### src/rtl/seq_div.sv
// Sequential restoring divider: DW-bit dividend / VW-bit divisor, one
// quotient bit per clock, with a start/done handshake.
//
// state | meaning
// ------+-------------------------------------------------------------
// IDLE  | waiting for start; outputs hold the last result
// CALC  | iterating, one quotient bit per edge, busy high
// FIN   | done pulse cycle; a new start here loads back-to-back
//
// The dividend shift register also collects the quotient bits: each
// iteration takes the dividend MSB into the partial remainder and
// shifts the new quotient bit into the LSB. After DW edges it holds the
// full quotient. This requires DW >= 2.
module seq_div #(
  parameter int DW = 8,
  parameter int VW = 4
) (
  input  logic          clk,
  input  logic          rst_n,
  input  logic          start,
  input  logic [DW-1:0] dividend,
  input  logic [VW-1:0] divisor,
  output logic [DW-1:0] quotient,
  output logic [VW-1:0] remainder,
  output logic          busy,
  output logic          done,
  output logic          div_by_zero
);

  localparam int CW = $clog2(DW + 1);

  typedef enum logic [1:0] {IDLE, CALC, FIN} state_t;

  state_t        state;
  logic [DW-1:0] dvd_sr;
  logic [VW-1:0] dvs;
  logic [VW:0]   prem;
  logic [CW-1:0] cnt;

  logic [VW:0]   shifted;
  logic [VW:0]   trial;
  logic          q_bit;
  logic [VW:0]   prem_next;
  logic [DW-1:0] dvd_next;

  // One restoring step. The partial remainder stays below the divisor, so
  // its MSB is always zero and only the low VW bits are shifted up.
  always_comb begin
    shifted   = {prem[VW-1:0], dvd_sr[DW-1]};
    trial     = shifted - {1'b0, dvs};
    q_bit     = ~trial[VW];
    prem_next = q_bit ? trial : shifted;
    dvd_next  = {dvd_sr[DW-2:0], q_bit};
  end

  // Control FSM and datapath registers; all outputs are registered.
  always_ff @(posedge clk or negedge rst_n) begin
    if (!rst_n) begin
      state       <= IDLE;
      dvd_sr      <= '0;
      dvs         <= '0;
      prem        <= '0;
      cnt         <= '0;
      quotient    <= '0;
      remainder   <= '0;
      busy        <= 1'b0;
      done        <= 1'b0;
      div_by_zero <= 1'b0;
    end else begin
      case (state)
        IDLE, FIN: begin
          if (start) begin
            dvd_sr <= dividend;
            dvs    <= divisor;
            prem   <= '0;
            cnt    <= CW'(DW);
            if (divisor == '0) begin
              // No iteration needed: report saturated quotient at once.
              state       <= FIN;
              quotient    <= '1;
              remainder   <= '0;
              div_by_zero <= 1'b1;
              done        <= 1'b1;
              busy        <= 1'b0;
            end else begin
              state <= CALC;
              busy  <= 1'b1;
              done  <= 1'b0;
            end
          end else begin
            state <= IDLE;
            done  <= 1'b0;
          end
        end
        CALC: begin
          // start is ignored here; operands stay as captured.
          prem   <= prem_next;
          dvd_sr <= dvd_next;
          cnt    <= cnt - CW'(1);
          if (cnt == CW'(1)) begin
            quotient    <= dvd_next;
            remainder   <= prem_next[VW-1:0];
            div_by_zero <= 1'b0;
            done        <= 1'b1;
            busy        <= 1'b0;
            state       <= FIN;
          end
        end
        default: begin
          state <= IDLE;
          busy  <= 1'b0;
          done  <= 1'b0;
        end
      endcase
    end
  end

endmodule
### config.mk
export PLATFORM = sky130hd
export DESIGN_NAME = seq_div
export DESIGN_NICKNAME = d
export VERILOG_FILES = /design/src/rtl/seq_div.sv
export SDC_FILE = /design/constraint.sdc
export NUM_CORES = 1
export LEC_CHECK = 0
export ABC_AREA = 1
export BUFFER_PORTS_ARGS = -buffer_cell sky130_fd_sc_hd__buf_4
export CORE_MARGIN = 5
export CORE_UTILIZATION = 55
export DETAILED_ROUTE_END_ITERATION = 10
export PLACE_DENSITY = 0.78
export SLEW_MARGIN = 20
export SYNTH_ARGS = -nofsm -noshare
export SYNTH_HDL_FRONTEND = slang
export SYNTH_SLANG_ARGS = --single-unit
### constraint.sdc
create_clock -name clk -period 2.35 [get_ports clk]
set_clock_uncertainty 0.15 [all_clocks]
set_input_delay 0 -clock clk [delete_from_list [all_inputs] [get_ports clk]]
set_output_delay 0 -clock clk [all_outputs]
set_load 0.005 [all_outputs]
==> results.txt <==
----------------------------------------------------
[Routing]
  Average via count per standard cell ... 4.89
  Detailed router's first-iteration violation count ... 63
  Detail-routed net length per standard cell ... 12.3 µm
  Final routed DRC violation total ... 0
  Sum of routed wire length over all layers ... 3.73 mm
  Via count of the routed design ... 1,486
  Post-detailed-route count of antenna-violating nets ... 0
  Count of TritonRoute iterations in the first routing pass ... 4

[Timing]
  Number of endpoints failing setup at the final stage ... 0
  Maximum frequency from static timing analysis ... 509 MHz
  Final Hold Fails ... 0
  Fin crit share ... 83.6%
  Summed negative setup slack over all endpoints ... 0 ps
  Transition time at the pin with the least slew margin ... 933 ps
  Post-layout minimum cycle time ... 1960 ps
  RSZ-0062 raised after global routing ... no
  Worst slew margin relative to its limit ... 37.6%
  Number of max-slew violations in the final report ... 0

[Run status]
  Run status ... finished, final reports clean

[Clock tree]
  Post-cts sizing count ... 0
  Total clock buffers created by CTS ... 5
  # hold bufs at CTS ... 17
  Clock Pin Slew Worst Setup and Hold Paths ... 120 ps
  Maximum count of clock buffers along a single path ... 2
  CTS Sinks ... 36
  Total number of H-tree levels ... 2
  Master cell of the clock root buffer ... clkbuf_4
  Clock Latency Late Sink ... 340 ps
  CTS tree ... yes
  Post CTS Setup Buffer Count ... 0

[Critical path]
  Kind of capture point of the worst setup path ... flip-flop
  Start point of the critical path ... dvd_sr[7]
  Highest net fanout along the worst path ... 5
  Setup slack of the most critical reg-to-reg path ... 390 ps
  Number of cells on the worst reg-to-reg path ... 12
  Critical Path Source Type ... flip-flop
  Critical path data arrival time ... 2080 ps
  WS Path Type ... reg -> reg
  Reg-to-Reg Start ... dvd_sr[7]
  Critical Path Sink ... prem[0]
  Required time reported for the critical path endpoint ... 2470 ps
  Reg2reg end ... prem[0]

[Yosys]
  Post-synthesis instance area ... 1800 µm²
  Top area cells in the synthesized netlist ... dfrtp_1, nand2_1, o21ai_0
  Sequential fraction of the synthesis area ... 49.9%
  Fraction of synthesized cell area taken by the top area cell type ... 49.9%
  Mapped Cells ... 211
  Count of yosys warnings during synthesis ... 0
  Flop and latch count out of synthesis ... 36
  Post-Synthesis Mean Instance Area ... 8.55 µm²
  Cell type with the largest total area after synthesis ... dfrtp_1
  Unique cell type count in the Yosys netlist ... 24
  Syn nets ... 233

[Global routing]
  Wire length of the first global-routing pass ... 6.42 mm
  Total routing resource utilization after global routing ... 19.2%
  Pin count of the biggest net entering global routing ... 22
  Vias in the first global route ... 1,453
  Initial antenna violation count ... 0
  Grt ovf ... 0

[Final layout]
  Syn-to-layout area delta ... 26.4%
  Highest-count cells in the layout ignoring fill and taps ... nand2_1, dfrtp_1, buf_4
  Antenna fix cells ... 0
  Number of cells in the finished layout apart from fillers ... 304
  Most common cell after layout, fill and taps aside ... nand2_1
  Fill count ... 255
  Storage element area ... 901 µm²
  Area used by multi-input combinational logic ... 747 µm²
  Layout cell share with drive strength beyond 1 ... 18.5%
  NumNets Final ... 281
  Utilization after layout ... 73.5%

[Floorplan]
  Starting Density ... 58.1%
  Area enclosed by the die boundary ... 4530 µm²
  Site row count ... 20
  Vertical die dimension ... 67.3 µm
  Die X-Extent ... 67.3 µm
  Count of pins on the block boundary ... 30
  Core Box Area ... 3100 µm²

[Place]
  Port bufs ... 29
  HPWL after DPL ... 2.46 mm
  Post-placement cell count ... 279
  Weighted congestion reported at the end of routability-driven placement ... 0.844

[Power and ir drop]
  Power per Cell Area ... 1410 nW/µm²
  Static power due to leakage ... 1.19 nW
  Total power ... 3.22 mW
  Max VDD drop ... 836 µV

[Run]
  Max-capacitance violation count ... 0

[Worst hold path]
  Hold Path Class ... reg -> reg

----------------------------------------------------
==> flip-flops by register name, indices dropped and copies added, names as in the netlist <==
signal       count
busy             1
cnt              4
div_by_zero      1
done             1
dvd_sr           8
dvs              4
prem             4
quotient         8
remainder        4
state            1
==> synth_stat cells <==
cell / count
a21oi_1: 4
buf_2: 2
inv_2: 3
buf_4: 1
o21ai_1: 1
fa_1: 1
o21ai_0: 24
nor2_1: 3
o211ai_1: 1
nand3_2: 2
dfrtp_1: 36
ha_1: 6
nand4_1: 2
o21ai_4: 1
nand2_1: 75
o22ai_1: 3
nor2_4: 1
or2_0: 5
nand2_4: 1
nand3_4: 1
buf_6: 4
xnor2_1: 2
nand3_1: 10
inv_1: 22
==> critical path, stage by stage (launching register included) <==
cell,delay (ps)
dfrtp_1,370
inv_1,60
ha_1,220
fa_1,410
inv_1,90
nand2_1,50
nand2_1,70
nand3_1,70
nand2_1,140
nand2_1,70
nand2_1,80
nand2_1,50
o21ai_0,70
==> per-layer routing <==
metal  up-vias  GRT usage (%)  wire length [µm]
met1       692           23.7              1690
met3         5           5.49               133
li1        764              -                 -
met4         0           5.32                44
met2        25           32.6              1870
met5         -              0                 0
==> final cells by class <==
cell class / instances / share of cell area, %
tap: 44 / 2.41
inverter: 25 / 4.12
clock buffer: 5 / 1.65
timing repair buffer: 48 / 17.7
sequential: 36 / 39.5
multi-input combinational: 143 / 32.8
clock inverter: 3 / 1.87
==> metrics by stage <==
step           instance area [µm²]  setup slack, ps  hold slack, ps
2_1_floorplan                 1800              554            -446
3_3_place_gp                  2030              441            -167
3_5_place_dp                  2030              406            -170
4_1_cts                       2280              383             323
5_1_grt                       2280              158             359
6_report                      2280              386             343
==> worst min path at each step <==
stage,start,to,cells after the start
finish,remainder[2],remainder[2],2
global route,divisor[1],dvs[1],4
CTS,divisor[2],dvs[2],4
detailed placement,rst_n,state[0],1
global placement,rst_n,cnt[3],1
floorplan,rst_n,busy,0
==> report_power, final <==
group          internal (mW)  switching [mW]  total (mW)  leakage, nW
sequential             0.920           0.167        1.09        0.442
clock                  0.222           0.215       0.436       0.0412
combinational          0.689            1.01        1.70        0.707
==> kinds of logic (layout without fill, tap and decap cells) <==
| group | Yosys count | count (layout) | share of synthesized area (%) |
|---|---|---|---|
| compound gates | 34 | 34 | 10.4 |
| xor+xnor | 2 | 2 | 0.971 |
| fa+ha+maj | 7 | 7 | 5.27 |
| buf+inv | 32 | 81 | 8.67 |
| flops | 36 | 36 | 49.9 |
| simple gates | 100 | 100 | 24.8 |
Power figures use the tool's default switching activity.
